## src/rtl/vec_gather_pkg.sv

```systemverilog
// ---------------------------------------------------------------------------
// vec_gather_pkg
//   Shared definitions for the vector gather block.
//   - Vector macros: float width, packed vector width and element select.
//     They are guarded so any file in the slice may rely on them without
//     redefining them.
//   - idxWidth(): width of a fill index for a vector of n elements, never
//     narrower than one bit so a single-element vector still has a legal
//     index register.
//   No ports; compile this file ahead of the files that import it.
// ---------------------------------------------------------------------------
`ifndef VG_VEC_MACROS
`define VG_VEC_MACROS
`define VG_FLOAT_WIDTH(ew, mw) (1 + (ew) + (mw))
`define VG_VEC_WIDTH(n, fw) ((n) * (fw))
`define VG_ELEM(vec, i, fw) vec[(i) * (fw) +: (fw)]
`endif

package vec_gather_pkg;

    function automatic int idxWidth(input int n);
        return (n > 1) ? $clog2(n) : 1;
    endfunction

endpackage

```

## src/rtl/vec_gather.sv

```systemverilog
// ---------------------------------------------------------------------------
// vec_gather
//   Collects scalar float elements (for example dot-product results) into a
//   packed vector of VEC_SIZE elements. A vector closes when its last slot is
//   filled or when an element arrives with in_last set; slots beyond the
//   closing element read as +0.0. Data bits are passed through untouched.
//
// Parameters
//   EXP_WIDTH, MANTISSA_WIDTH : float format, FW = 1 + EXP_WIDTH + MANTISSA_WIDTH
//   VEC_SIZE                  : elements per output vector (1..64)
//
// Ports
//   clk        in   sole clock, rising edge
//   rst_n      in   asynchronous active-low reset
//   in_valid   in   scalar element offered
//   in_data    in   scalar element (FW bits)
//   in_last    in   element closes the current vector early
//   in_ready   out  element accepted when in_valid && in_ready
//   out_valid  out  assembled vector available
//   out_data   out  vector, element i at [i*FW +: FW]
//   out_ready  in   consumer takes vector when out_valid && out_ready
// ---------------------------------------------------------------------------
module vec_gather
    import vec_gather_pkg::*;
#(
    parameter int EXP_WIDTH      = 8,
    parameter int MANTISSA_WIDTH = 23,
    parameter int VEC_SIZE       = 4
) (
    input  logic clk,
    input  logic rst_n,
    input  logic in_valid,
    input  logic [`VG_FLOAT_WIDTH(EXP_WIDTH, MANTISSA_WIDTH)-1:0] in_data,
    input  logic in_last,
    output logic in_ready,
    output logic out_valid,
    output logic [`VG_VEC_WIDTH(VEC_SIZE, `VG_FLOAT_WIDTH(EXP_WIDTH, MANTISSA_WIDTH))-1:0] out_data,
    input  logic out_ready
);

    localparam int FW   = `VG_FLOAT_WIDTH(EXP_WIDTH, MANTISSA_WIDTH);
    localparam int VW   = `VG_VEC_WIDTH(VEC_SIZE, FW);
    localparam int IDXW = idxWidth(VEC_SIZE);
    localparam logic [IDXW-1:0] LAST_IDX = IDXW'(VEC_SIZE - 1);

    logic [IDXW-1:0] idx_q, idx_d;
    logic [VW-1:0]   buf_q, buf_d;
    logic [VW-1:0]   out_q, out_d;
    logic            outValid_q, outValid_d;

    logic [VW-1:0]   merged;
    logic            closesVector;
    logic            accept;
    logic            outTake;

    // The buffer is cleared on every close, so every slot above the fill
    // index is already zero; writing the offered element into slot idx gives
    // the complete, zero-padded vector if this element closes it.
    always_comb begin
        merged = buf_q;
        `VG_ELEM(merged, int'(idx_q), FW) = in_data;
    end

    // Only an element that closes a vector needs the output register, so
    // back-pressure is applied to closing elements alone, and only while a
    // previous vector is still waiting for the consumer.
    assign closesVector = in_last || (idx_q == LAST_IDX);
    assign in_ready     = !(closesVector && outValid_q && !out_ready);
    assign accept       = in_valid && in_ready;
    assign outTake      = outValid_q && out_ready;

    // Next-state logic. A close in the same cycle as an output handshake
    // overrides the valid drop, so consecutive vectors leave no bubble.
    always_comb begin
        idx_d      = idx_q;
        buf_d      = buf_q;
        out_d      = out_q;
        outValid_d = outValid_q;
        if (outTake) begin
            outValid_d = 1'b0;
        end
        if (accept) begin
            if (closesVector) begin
                idx_d      = '0;
                buf_d      = '0;
                out_d      = merged;
                outValid_d = 1'b1;
            end else begin
                idx_d = idx_q + IDXW'(1);
                buf_d = merged;
            end
        end
    end

    // State registers; reset discards any partial and any held vector.
    always_ff @(posedge clk or negedge rst_n) begin
        if (!rst_n) begin
            idx_q      <= '0;
            buf_q      <= '0;
            out_q      <= '0;
            outValid_q <= 1'b0;
        end else begin
            idx_q      <= idx_d;
            buf_q      <= buf_d;
            out_q      <= out_d;
            outValid_q <= outValid_d;
        end
    end

    assign out_valid = outValid_q;
    assign out_data  = out_q;

endmodule

```

## config.mk

```make
export PLATFORM = sky130hd
export DESIGN_NAME = vec_gather
export DESIGN_NICKNAME = d
export VERILOG_FILES = /design/src/rtl/vec_gather_pkg.sv /design/src/rtl/vec_gather.sv
export SDC_FILE = /design/constraint.sdc
export NUM_CORES = 1
export LEC_CHECK = 0
export ABC_AREA = 1
export CAP_MARGIN = 15
export CORE_MARGIN = 2
export CORE_UTILIZATION = 55
export CTS_CLUSTER_DIAMETER = 30
export CTS_CLUSTER_SIZE = 8
export DETAILED_ROUTE_END_ITERATION = 8
export GPL_TIMING_DRIVEN = 0
export PLACE_DENSITY = 0.77
export RECOVER_POWER = 25
export SETUP_SLACK_MARGIN = 0.5
export SLEW_MARGIN = 20
export SYNTH_ARGS = -nofsm -noshare
export SYNTH_HDL_FRONTEND = slang
export SYNTH_SLANG_ARGS = --single-unit
export TNS_END_PERCENT = 20
```

## constraint.sdc

```tcl
create_clock -name clk -period 2.5 [get_ports clk]
set_input_delay 0.625 -clock clk [delete_from_list [all_inputs] [get_ports clk]]
set_output_delay 0.625 -clock clk [all_outputs]
set_load 0.01 [all_outputs]
```

Yosys cells after proc, flatten, opt, wreduce, memory -nomap -nowiden
Index checks and enable logic that the tools add are counted.
- register bits after elaboration: 259
- output and inout port bits: 130
- add/subtract/negate cells: 2
- equality and inequality tests: 1
- shift operators: 2
- mux-type cells: 6
- reductions and logical operators: 8
- operators by type and width (operator ; count):
    bitwise mux 128 bit ; 1
    2-to-1 mux 128 bit ; 1
    variable shift 32 x 33 -> 128 bit (first input constant) ; 1
    variable part select 32 x 33 -> 128 bit ; 1
    negator 7 -> 33 bit ; 1
    logical AND 1 bit ; 4
    2-to-1 mux 1 bit ; 3
    adder 2 x 1 -> 2 bit (second input constant) ; 1
    equality test 2 bit (second input constant) ; 1
    zero test 1 bit ; 2
    2-to-1 mux 2 bit ; 1
    AND reduction 2 bit ; 1
    logical OR 1 bit ; 1

Longest topological paths before layout
- word-level depth: 7
- mapped depth: 12
- depth with buffers taken out: 9

Worst setup path after synthesis
No wires, ideal clock.
- path type: register to register
- from: reg idx_q[0]
- to: reg buf_q[10]
- library setup time: 0.066 ns
- data arrival time: 1.999 ns
- path slack: 0.436 ns
- stages on the path, launching flop included: 12
- period minus slack after synthesis: 2.064 ns
- cells stage by stage: dfrtp_1 -> buf_2 -> inv_2 -> clkbuf_1 -> ha_1 -> buf_2 -> nor2_1 -> buf_2 -> nand3_1 -> nand2_1 -> nand2_1 -> nand2_1
- cells in the longest elaborated chain, start to end: 6
- elaborated cells between the ends (all ways): 11
- those cells by class: add/sub: 1; eq/ne: 1; shift: 2; mux: 2; reduce/logical: 5
- RTL lines (element ; RTL line ; text):
    from (decl) ; vec_gather.sv:46 ; logic [IDXW-1:0] idx_q, idx_d;
    from (signal assigned) ; vec_gather.sv:103 ; idx_q <= idx_d;
    parallel branches: the longest is 6 deep, another holds negator 7 -> 33 bit ; n/a ;
    to (signal assigned) ; vec_gather.sv:104 ; buf_q <= buf_d;
    to (decl) ; vec_gather.sv:47 ; logic [VW-1:0] buf_q, buf_d;
Parallel ways; which one is timed is not known.
A chain may end at the register's enable or synchronous reset.

Worst setup path after layout
- from: reg out_q[99], in the netlist out_data[99]
- to: out out_data[99]
- RTL lines (element ; RTL line ; text):
    from (decl) ; vec_gather.sv:48 ; logic [VW-1:0] out_q, out_d;
    from (signal assigned) ; vec_gather.sv:105 ; out_q <= out_d;
    to (decl) ; vec_gather.sv:37 ; output logic [`VG_VEC_WIDTH(VEC_SIZE, `VG_FLOAT_WIDTH(EXP_WIDTH, MANTISSA_WIDTH))-1:0] out_data,
No word-level cell between the ends.

==> impl_results.md <==
* Layout Cells excl Fill at 2137
* Pwr Total at 0.0138 W
* Fmax at approximately 0.48 GHz
* Chip height at 150 µm
* Worst Path Arrival at 1480 ps
* Sink Count at 259
* Comb pwr share at 17.7%
* Cell taking the most area after synthesis: dfrtp_1
* Layout cells sized above 1 at 12.4%
* Top post-synthesis cells by area: dfrtp_1 (55%), nand2_1 (34%), inv_1 (2.2%)
* Most frequent cells in the layout: nand2_1 (1060), dfrtp_1 (258), clkdlybuf4s50_1 (162)
* Worst relative slew slack at 55.8%
* Die ar. at 22500 µm²
* Vias in the first global route at 10700
* Synth Cell Area at roughly 12000 µm²
* Via Count at between 10000 and 15000
* WP data required at 1880 ps
* Top Layer Used: met4
* Pwr per Cell Area at 862 nW/µm²
* DRC viols at 0
* Status: finished, final reports clean
* NetSw at approximately 0.0038 W
* Longest Clk Path Bufs at 3
* Initial antenna violation count at 0
* CTS tree: done
* Crit path max-delay family: buffers and inverters
* Unrepaired setup endpoints after global routing: true
* Hold Crit Class: input pin to asynchronous set/reset pin
* Worst IR Drop VDD at 636 µV
* R2R setup slack at 460 ps
* Max-cap violations at 0
* Hold slack at 72.5 ps
* Clk_skew at 11.8 ps
* GRT Util Overall at 31.6%
* Syn Inst Count at 1587
* Crit path max-delay cell type: clkdlybuf4s50_1
* Clock-pin slew on the worst setup and hold paths at 50 ps
* Final Hold Vio Count at 0
* Top-area cell type share of the netlist area at a little under three fifths
* IO Pins at 167
* First-pass GRT wire length at 55500 µm
* Port-buffer cells at 166
* Drt wl/cell at 16.7 µm
* Syn Area/Cell at 7.40 µm²
* Final setup viols at 0
* Commonest non-fill, non-tap cell in the layout: nand2_1
* Clock Latency Late Sink at 540 ps
* Met3 wire len at 3170 µm
* Root buffer cell: clkbuf_16
* Met2 wire length at 16700 µm
* Largest net degree at the start of global routing at a little under 90
* N_diodes at 0
* CP max FO at 2
* Initial Utilization at between 50% and 60%
* Sequential area share after synthesis at 55.2%
* Synth Register Bits at 259
* Final min period at 2100 ps
* Die width at 150 µm
* Via density at 5.27
* Aggregate global routing overflow at 0
* Register area at 6480 µm²
* CP cell instances: clkdlybuf4s50_1
* Syn Nets at roughly 1600
* Filler cells at 1516
* Switch share at 27.5%
* Pre-Repair DR Iteration Count at 5
* Seq pwr share at 33.2%
* CTS Buf Count at 49
* Hold buffer count at cts at 0
* Dpl cells at 2030
* Starting DRT DRC Count at 1069
* Placed wire-length estimate at 23700 µm
* Crit Path Category: flip-flop to output pin
* Final Max Slew Viols at 0
* Met1 Routed Length at 14400 µm
* Largest stage delay on the critical path at between 500 and 600 ps
* Row count at 53
* Internal at 0.0100 W
* Nets at 1870
* Core area at 21000 µm²
* Final wirelength at 35800 µm
* Max H-tree Level at 2
* Crit path capture type: output pin
* Worst Path Buf+Inv at 1
* RePlAce Congestion at 0.888
* Worst-Margin Slew at 663 ps
* Crit path launch type: flip-flop
* Tcrit/Tclk final at 84.0%
* Lkg Pwr at between 9 and 10 nW
* P&R area growth vs syn at 36.8%
* Multi-input logic area at around 4800 µm²
* Clk pwr share at 49.1%
* Post-synth cell types at 18
* Warnings from Yosys at 0
* ANT nets after route at 0
-- logic make-up after synthesis --
| group | Yosys count | synth area share (%) |
|---|---|---|
| AND/OR/NAND/NOR | 1155 | 37.8 |
| AO/OA/AOI/OAI | 12 | 0.512 |
| buffers and inverters | 156 | 5.98 |
| adder cells (fa/ha/maj) | 5 | 0.533 |
| flip-flops | 259 | 55.2 |
-- worst paths after layout --
| kind | startpoint | endpoint | cells past startpoint |
|---|---|---|---|
| setup reg to reg | idx_q[0] | buf_q[67] | 12 |
| hold reg to reg | buf_q[104] | buf_q[104] | 2 |
| max in group asynchronous | rst_n | buf_q[4] | 3 |
| min in group clk | buf_q[104] | buf_q[104] | 2 |
| hold / removal | rst_n | out_data[126] | 1 |
| setup / recovery | out_data[99] | out_data[99] | 1 |
-- Yosys cell counts --
| cell | count |
|---|---|
| nand2_1 | 1078 |
| nand3_2 | 1 |
| nor2_4 | 3 |
| o21ai_0 | 12 |
| nand3b_1 | 5 |
| nand3_1 | 34 |
| nor2_1 | 31 |
| clkinv_1 | 2 |
| clkbuf_1 | 26 |
| dfrtp_1 | 259 |
| inv_2 | 4 |
| nand2_2 | 2 |
| buf_4 | 22 |
| nor2_2 | 1 |
| buf_1 | 7 |
| buf_2 | 27 |
| inv_1 | 68 |
| ha_1 | 5 |
-- routing by layer --
metal	global-route usage, %	vias to the layer above
met5	0	-
met2	49.2	556
met4	14.1	0
met3	6.06	109
li1	-	5225
met1	43.4	5367
-- metrics by stage --
stage | area [µm²] | utilization (%) | TNS [ps] | setup WS, ps
floorplan | 11700 | - | 0 | 584
global placement | 13700 | 65.6 | -2645970 | -10240
detailed placement | 13800 | 65.9 | -1.82 | -1.82
CTS | 15800 | 75.4 | 0 | 375
global route | 16100 | 76.6 | 0 | 375
finish | 16100 | 76.6 | 0 | 399
-- registers in the layout (all words and copies together), names as in the netlist --
register / flops
out_data: 128
out_valid: 1
buf_q: 128
idx_q: 2
-- repair_timing --
action / in CTS / in global routing
pin swaps: 5 / 15
setup buffers: 12 / 5
gates cloned: 1 / 4
endpoints found under the setup margin: 387 / 372
gates resized for setup: 64 / 65
-- power by group through the flow --
stage	Combinational [W]	Sequential, W	Clock, W
after floorplan	0.00102	0.00470	0
after global placement	0.00198	0.00465	0
after detailed placement	0.00203	0.00464	0
after CTS	0.00224	0.00459	0.00682
after global routing	0.00262	0.00462	0.00705
final	0.00245	0.00460	0.00680
-- final cells by class --
type / count / share of cell area [%]
Sequential cell: 259 / 40.4
Multi-Input combinational cell: 1172 / 29.6
Timing Repair Buffer: 190 / 12.0
Clock buffer: 67 / 9.20
Buffer: 82 / 3.28
Tap cell: 275 / 2.14
Inverter: 74 / 1.81
Clock inverter: 18 / 1.57
Note: power is estimated with default switching activity, not from simulation.
